$ cat src/rtl/video_timing_pkg.sv
// Shared helpers for the video timing generator: raster arithmetic,
// counter sizing, parameter validation and the sync/blank bundle type.
package video_timing_pkg;

    localparam int DEF_CE_DIV   = 4;
    localparam int DEF_H_ACTIVE = 320;
    localparam int DEF_H_FP     = 16;
    localparam int DEF_H_SYNC   = 32;
    localparam int DEF_H_BP     = 48;
    localparam int DEF_V_ACTIVE = 240;
    localparam int DEF_V_FP     = 3;
    localparam int DEF_V_SYNC   = 3;
    localparam int DEF_V_BP     = 16;

    typedef struct packed {
        logic hsync;
        logic vsync;
        logic hblank;
        logic vblank;
    } sync_t;

    function automatic int raster_total(input int active, input int fp,
                                        input int sync, input int bp);
        return active + fp + sync + bp;
    endfunction

    function automatic int cnt_width(input int total);
        return (total > 1) ? $clog2(total) : 1;
    endfunction

    function automatic int sync_start(input int active, input int fp);
        return active + fp;
    endfunction

    function automatic int sync_end(input int active, input int fp, input int sync);
        return active + fp + sync;
    endfunction

    function automatic bit params_ok(input int ce_div,
                                     input int h_fp, input int h_sync, input int h_bp,
                                     input int v_fp, input int v_sync, input int v_bp);
        return (ce_div >= 1) && (h_fp >= 1) && (h_sync >= 1) && (h_bp >= 1) &&
               (v_fp >= 1) && (v_sync >= 1) && (v_bp >= 1);
    endfunction

endpackage

$ cat src/rtl/video_timing_gen_ce_divider.sv
// Pixel clock-enable divider: registered one-cycle pulse every CE_DIV clk_sys
// cycles, aligned so the pulse sits in the cycle where the phase is CE_DIV-1.
module ce_divider #(
    parameter int CE_DIV = 4
) (
    input  logic clk_sys,
    input  logic reset,
    output logic ce
);

    localparam int DW = (CE_DIV > 1) ? $clog2(CE_DIV) : 1;
    localparam logic [DW-1:0] LAST = DW'(CE_DIV - 1);

    logic [DW-1:0] div;
    logic [DW-1:0] div_next;

    always_comb begin
        div_next = (div == LAST) ? '0 : div + DW'(1);
    end

    // NOTE: sequential state uses non-blocking assignments so every register
    // samples the pre-edge values regardless of statement order.
    always_ff @(posedge clk_sys) begin
        if (reset) begin
            div <= '0;
            ce  <= 1'b0;
        end else begin
            div <= div_next;
            ce  <= (div_next == LAST);
        end
    end

endmodule

$ cat src/rtl/video_timing_gen.sv
// Fixed-mode raster timing generator: pixel/line counters advanced on ce_pix,
// with sync/blank decoded from the next counter values so they align with hcount/vcount.
module video_timing_gen
    import video_timing_pkg::*;
#(
    parameter int CE_DIV   = DEF_CE_DIV,
    parameter int H_ACTIVE = DEF_H_ACTIVE,
    parameter int H_FP     = DEF_H_FP,
    parameter int H_SYNC   = DEF_H_SYNC,
    parameter int H_BP     = DEF_H_BP,
    parameter int V_ACTIVE = DEF_V_ACTIVE,
    parameter int V_FP     = DEF_V_FP,
    parameter int V_SYNC   = DEF_V_SYNC,
    parameter int V_BP     = DEF_V_BP,
    localparam int H_TOTAL = raster_total(H_ACTIVE, H_FP, H_SYNC, H_BP),
    localparam int V_TOTAL = raster_total(V_ACTIVE, V_FP, V_SYNC, V_BP),
    localparam int HW      = cnt_width(H_TOTAL),
    localparam int VW      = cnt_width(V_TOTAL)
) (
    input  logic          clk_sys,
    input  logic          reset,
    output logic          ce_pix,
    output logic          HSync,
    output logic          VSync,
    output logic          HBlank,
    output logic          VBlank,
    output logic [HW-1:0] hcount,
    output logic [VW-1:0] vcount
);

    localparam logic [HW-1:0] H_LAST       = HW'(H_TOTAL - 1);
    localparam logic [VW-1:0] V_LAST       = VW'(V_TOTAL - 1);
    localparam logic [HW-1:0] H_BLANK_START = HW'(H_ACTIVE);
    localparam logic [HW-1:0] H_SYNC_START = HW'(sync_start(H_ACTIVE, H_FP));
    localparam logic [HW-1:0] H_SYNC_END   = HW'(sync_end(H_ACTIVE, H_FP, H_SYNC));
    localparam logic [VW-1:0] V_BLANK_START = VW'(V_ACTIVE);
    localparam logic [VW-1:0] V_SYNC_START = VW'(sync_start(V_ACTIVE, V_FP));
    localparam logic [VW-1:0] V_SYNC_END   = VW'(sync_end(V_ACTIVE, V_FP, V_SYNC));

    if (!params_ok(CE_DIV, H_FP, H_SYNC, H_BP, V_FP, V_SYNC, V_BP)) begin : g_bad_params
        $fatal(1, "video_timing_gen: CE_DIV and all porch/sync widths must be >= 1");
    end

    ce_divider #(
        .CE_DIV (CE_DIV)
    ) u_ce_divider (
        .clk_sys (clk_sys),
        .reset   (reset),
        .ce      (ce_pix)
    );

    logic [HW-1:0] h_next;
    logic [VW-1:0] v_next;
    sync_t         flags_next;

    // NOTE: every always_comb output gets a default first so no path
    // leaves a signal unassigned and infers a latch.
    always_comb begin
        h_next = hcount;
        v_next = vcount;
        if (ce_pix) begin
            if (hcount == H_LAST) begin
                h_next = '0;
                v_next = (vcount == V_LAST) ? '0 : vcount + VW'(1);
            end else begin
                h_next = hcount + HW'(1);
            end
        end

        flags_next.hblank = (h_next >= H_BLANK_START);
        flags_next.hsync  = (h_next >= H_SYNC_START) && (h_next < H_SYNC_END);
        flags_next.vblank = (v_next >= V_BLANK_START);
        flags_next.vsync  = (v_next >= V_SYNC_START) && (v_next < V_SYNC_END);
    end

    // Decoding the next values keeps flags and counters in the same cycle.
    always_ff @(posedge clk_sys) begin
        if (reset) begin
            hcount <= '0;
            vcount <= '0;
            HSync  <= 1'b0;
            VSync  <= 1'b0;
            HBlank <= 1'b0;
            VBlank <= 1'b0;
        end else begin
            hcount <= h_next;
            vcount <= v_next;
            HSync  <= flags_next.hsync;
            VSync  <= flags_next.vsync;
            HBlank <= flags_next.hblank;
            VBlank <= flags_next.vblank;
        end
    end

endmodule

$ cat config.mk
export PLATFORM = sky130hd
export DESIGN_NAME = video_timing_gen
export DESIGN_NICKNAME = d
export VERILOG_FILES = /design/src/rtl/video_timing_pkg.sv /design/src/rtl/video_timing_gen_ce_divider.sv /design/src/rtl/video_timing_gen.sv
export SDC_FILE = /design/constraint.sdc
export NUM_CORES = 1
export LEC_CHECK = 0
export CAP_MARGIN = 20
export CORE_ASPECT_RATIO = 1.5
export CORE_MARGIN = 2
export CORE_UTILIZATION = 55
export DETAILED_ROUTE_END_ITERATION = 6
export DONT_BUFFER_PORTS = 1
export HOLD_SLACK_MARGIN = 0.05
export PLACE_DENSITY = 0.77
export RECOVER_POWER = 25
export SYNTH_ARGS = -nofsm -noshare
export SYNTH_HDL_FRONTEND = slang
export SYNTH_SLANG_ARGS = --single-unit
$ cat constraint.sdc
create_clock -name clk_sys -period 1.95 [get_ports clk_sys]
set_input_delay 0.39 -clock clk_sys [delete_from_list [all_inputs] [get_ports clk_sys]]
set_output_delay 0.39 -clock clk_sys [all_outputs]
set_load 0.03 [all_outputs]
==> results.md, run 1 <==
- RSZ-0062 raised after global routing: yes
- Post-synth ARST share: 0%
- DR pass1 iterations: 4
- Final Hold Vio Count: 0
- Largest net degree at the start of global routing: 24
- Clk_lat worst skew: about 330 ps
- Crit end category: register
- Die extent in y: approximately 65 um
- Initial antenna violation count: 0
- Htree depth: 1
- Highest Clock Rate: roughly 0.53 GHz
- Antenna cells: 0
- Routed Antenna Nets: 0
- Cells after synthesis: roughly 160
- CTS clk-pin slew, worst paths: 140 ps
- Max-slew headroom: 69.0%
- Routability congestion estimate from global placement: 0.905
- Routed len/inst: 16.1 um
- Finished Core Util: 68.9%
- Post-route DRC: 0
- Ys flop type: dfxtp_1
- Die Footprint: 0.00289 sq mm
- Post-DP HPWL: 2.42 mm
- Crit path DAT: 2140 ps
- # rows: 22
- Slew Limit Fails: 0
- Clock period minus worst slack: between 1500 and 2000 ps
- Yosys reg bits: 25
- Final Power: 0.801 mW
- Fin nets: 191
- Pwr/cell area: 485 mW/mm^2
- Post-CTS setup buffers: 0
- Setup CP Type: reg -> reg
- Starting DRT DRC Count: 38
- Root buffer cell: clkbuf_4
- Clk_skew: 1.83 ps
- VDD IR max: 0.544 mV
- Number of enable flip-flop cells after synthesis: 0
- Unique masters post-synth: between 40 and 50
- Placed cell areas: 0.00157 sq mm
- Most common cell after layout, fill and taps aside: buf_4
- Post-synthesis sequential area ratio: 36.9%
- WHS: 99.2 ps
- All-Layer GR Usage: 25.2%
- Via/cell ratio: between 6 and 7
- MaxCap Viol Count: 0
- Vias in the first global route: 1238
- Post-synth top area share: 36.9%
- DR vias: 1270
- Final non-filler cell total: just over 200
- Share of cells above drive strength 1: between 30% and 40%
- Global-route wire length before repair: between 5 and 6 mm
- TritonCTS clock tree: built
- GRT Residual Overflow: 0
- Syn nets: roughly 170
- Initial Util: 56.6%
- DIE WIDTH: 44.5 um
- Worst-margin pin slew: 459 ps
- Part of the cycle the worst path needs: slightly below 100%
- Inst Count DP: approximately 200
- TritonCTS Buffers: 3
- Status: finished clean
- WP data required: roughly 2200 ps
- I/O Buffers: 0
- P&R area growth vs syn: 21.7%
- Critical Path Fanout Max: 5
- Ports: 25
- Fin area: 0.00165 sq mm
- Clk buf depth: 2
- YS warnings: 0
- Leakage power: 0.600 nW
- Setup Viol. Count Final: 0
- Highest-count cells in the layout ignoring fill and taps: buf_4 (24), dfxtp_1 (15), nor2_1 (13), a21oi_1 (11)
- Synth top area cells: dfxtp_1 (37%), ha_1 (4.6%), mux2i_1 (4.4%)
- Mapped cell area: approximately 0.0014 sq mm
- Final WL: 3.33 mm
- Hold crit path type: in -> reg
- Biggest area consumer among synthesized cells: dfxtp_1
- Core area: 0.00239 sq mm
- Syn_area_per_cell: 8.42 sq um
- Crit path launch type: register
- Clk sinks: 25
[area by class of cell]
type                       instances  area [sq um]
fill                             197           744
timing repair buffer              26           188
inverter                           8          30.0
clock inverter                     1          7.51
clock buffer                       3          22.5
tap                               24          30.0
sequential                        25           513
multi-input combinational        120           860
[cells by family (layout without fill, tap and decap cells)]
family / count (synthesis) / after routing / share of synthesized area [%]
multiplexers: 6 / 6 / 4.43
XOR/XNOR: 9 / 9 / 5.81
AO/OA/AOI/OAI: 31 / 31 / 14.0
buffers and inverters: 16 / 38 / 4.52
AND/OR/NAND/NOR: 69 / 69 / 29.7
flip-flops: 25 / 25 / 36.9
adder cells (fa/ha/maj): 5 / 5 / 4.61
[per-stage QoR]
stage	setup WS (ps)	TNS, ps
finish	57.9	0
detailed placement	-10.0	-10.0
global placement	104	0
floorplan	-7.80	-7.80
CTS	3.03	0
global route	-58.8	-58.8
[synthesized netlist by cell type (5+ instances only)]
cell type   n
nand3_1     6
dfxtp_1    25
ha_1        5
mux2i_1     6
nor2_1     13
inv_1       8
nand2_1    10
clkbuf_1    7
nor3_1      9
o21ai_0     8
a21oi_1    11
or3_1       5
xor2_1      5
[worst paths after layout]
kind | depth (start not counted) | end | slack [ps] | startpoint
hold / removal | 1 | hcount[8] | 100 | reset
setup / recovery | 6 | VSync | 60 | vcount[0]
setup reg to reg | 6 | VSync | 60 | vcount[0]
hold reg to reg | 1 | u_ce_divider.div[0] | 460 | u_ce_divider.div[0]
[power by group]
group	total [mW]	leakage, nW	switching (mW)	internal, mW
Sequential	0.525	0.207	0.00557	0.519
Combinational	0.0289	0.379	0.0166	0.0123
Clock	0.247	0.0139	0.169	0.0786
Total	0.801	0.600	0.191	0.610
[flip-flops by register name (all words and copies together) (netlist names)]
signal and count:
hcount 9, vcount 9, u_ce_divider.div 2, HBlank 1, HSync 1, VBlank 1
VSync 1, u_ce_divider.ce 1
[worst max-delay path, stage by stage, from the launching register on]
cell,delay (ps)
dfxtp_2,410
ha_1,240
nand4_1,230
or3_1,390
mux2i_1,180
a2bb2oi_2,100
nor4_2,270
[repair_timing]
item	in CTS	in global routing
resized for setup	2	10
pin swaps	0	1
hold buffers	0	0
cloned	0	0
setup endpoints to repair	1	5
[metal layers]
| layer | GRT usage (%) | part of all wire, % |
|---|---|---|
| met3 | 4.74 | 5.0 |
| met4 | 11.7 | 1.6 |
| met2 | 43.8 | 54 |
| met5 | 0 | 0 |
| met1 | 28.3 | 39 |
Power figures use the tool's default switching activity.
==> run 2, diff against run 1 <==
--- a/config.mk
+++ b/config.mk
@@ -14,6 +14,7 @@
 export HOLD_SLACK_MARGIN = 0.05
 export PLACE_DENSITY = 0.77
 export RECOVER_POWER = 25
+export SKIP_CTS_REPAIR_TIMING = 1
 export SYNTH_ARGS = -nofsm -noshare
 export SYNTH_HDL_FRONTEND = slang
 export SYNTH_SLANG_ARGS = --single-unit
==> run 2 against run 1 <==
- clock skew grew 2.7 ps
- die area is the same
- first-iteration DRC count shrank 29%
- utilization is the same
- critical path depth shrank 1
- clock power is essentially flat
- clock-buffer cell count is the same
- flip-flop and latch count is the same
==> results.md, run 2 (synthesized netlist as in run 1, its figures left out) <==
- Most common cell after layout, fill and taps aside: buf_4
- I/O Buffers: 0 (unchanged)
- Crit end category: register
- Routed Antenna Nets: 0 (unchanged)
- Ports: 25 (unchanged)
- P&R area growth vs syn: 21.7% (unchanged)
- Hold crit path type: in -> reg
- Part of the cycle the worst path needs: 96.9% (-0.11 points)
- Worst-margin pin slew: 460 ps (+0.566 ps)
- Post-DP HPWL: 2.42 mm (unchanged)
- # rows: 22 (unchanged)
- All-Layer GR Usage: 24.9% (-0.28 points)
- WP data required: 2200 ps (about the same)
- Die extent in y: 64.8 um (unchanged)
- Clock period minus worst slack: 1890 ps (-2.09 ps)
- VDD IR max: 0.545 mV (+0.17%)
- Leakage power: 0.600 nW (unchanged)
- Clk_lat worst skew: 330 ps (about the same)
- Final Power: 0.801 mW (about the same)
- Initial antenna violation count: 0 (unchanged)
- Root buffer cell: clkbuf_4
- DIE WIDTH: 44.5 um (unchanged)
- Max-slew headroom: 69.0% (about the same)
- Biggest regs: hcount: 9 flops, vcount: 9 flops, u_ce_divider.div: 2 flops
- Clk_skew: 4.55 ps (+2.71 ps)
- Grt peak-use layer: met2
- Final Hold Vio Count: 0 (unchanged)
- Fin nets: 191 (unchanged)
- Antenna cells: 0 (unchanged)
- Share of cells above drive strength 1: 30.1% (unchanged)
- RSZ-0062 raised after global routing: yes
- Met2 Usage GRT: 43.7% (-0.18 points)
- TritonCTS Buffers: 3 (unchanged)
- Status: finished clean
- CTS clk-pin slew, worst paths: 140 ps (about the same)
- DR vias: 1281 (+0.87%)
- Final WL: 3.34 mm (+0.21%)
- TritonCTS clock tree: built
- GRT Residual Overflow: 0 (unchanged)
- GR Layer Usage met1: 27.7% (-0.52 points)
- Routability congestion estimate from global placement: 0.905 (unchanged)
- Crit path DAT: 2140 ps (about the same)
- Htree depth: 1 (unchanged)
- Global-route wire length before repair: 5.44 mm (-0.75%)
- GR Layer Usage met3: 4.46% (-0.28 points)
- Starting DRT DRC Count: 27 (-29%)
- Pwr/cell area: 486 mW/mm^2 (about the same)
- Critical Path Fanout Max: 5 (unchanged)
- MaxCap Viol Count: 0 (unchanged)
- DR pass1 iterations: 4 (unchanged)
- Setup CP Type: reg -> reg
- Die Footprint: 0.00289 sq mm (unchanged)
- Initial Util: 56.6% (unchanged)
- Clk buf depth: 2 (unchanged)
- Core area: 0.00239 sq mm (unchanged)
- Via/cell ratio: 6.19 (+0.87%)
- WHS: 99.9 ps (+0.706 ps)
- Vias in the first global route: 1233 (-0.40%)
- Routed len/inst: 16.1 um (+0.21%)
- Clk sinks: 25 (unchanged)
- Highest-count cells in the layout ignoring fill and taps: buf_4 (24), dfxtp_1 (15), nor2_1 (13), a21oi_1 (11)
- Post-route DRC: 0 (unchanged)
- Setup Viol. Count Final: 0 (unchanged)
- Highest Clock Rate: 0.529 GHz (+0.11%)
- Crit path launch type: register
- Slew Limit Fails: 0 (unchanged)
- Largest net degree at the start of global routing: 24 (unchanged)
## run 2: cell counts in the layout (fill, tap and decap cells not counted)
No cell type changed its count.
## run 2: cell type report
class                      count  area, sq um
multi-input combinational    120          860
tap                           24         30.0
clock buffer                   3         22.5
clock inverter                 1         7.51
inverter                       8         30.0
fill                         196          744
timing repair buffer          26          188
sequential                    25          513
## run 2: worst paths after layout
kind                  startpoint             endpoint  slack [ps]  cells after the start
max                    hcount[5]                VSync          60                      5
min                        reset            vcount[3]         100                      1
max reg2reg            hcount[5]                VSync          60                      5
min reg2reg  u_ce_divider.div[0]  u_ce_divider.div[0]         460                      1
## run 2: power by group
group / internal [mW] / total, mW / switching, mW / leakage (nW)
Sequential: 0.519 / 0.525 / 0.00558 / 0.207
Combinational: 0.0123 / 0.0289 / 0.0166 / 0.379
Clock: 0.0787 / 0.247 / 0.169 / 0.0139
Total: 0.610 / 0.801 / 0.191 / 0.600
## run 2: per-layer routing
metal  vias up  wire [um]
met1       620       1310
met5         -          0
met4         0         90
li1        618          -
met2        34       1770
met3         9        167
## run 2: worst max-delay path, cell delays in order, from the launching register on
cell     delay (ps)
dfxtp_1         340
or3b_4          440
nor4_4          250
xnor2_1         120
or3b_4          400
nor4_2          260
## run 2: per-stage QoR
step	instance area, sq um	setup TNS [ps]	setup slack (ps)	util (%)	std cells
2_1_floorplan	1380	-7.80	-7.80	-	161
6_report	1650	0	60.0	68.9	207
3_5_place_dp	1570	-10.0	-10.0	65.7	203
5_1_grt	1650	-59.4	-59.4	68.9	207
4_1_cts	1600	-91.2	-91.2	66.9	207
3_3_place_gp	1570	0	104	65.7	203
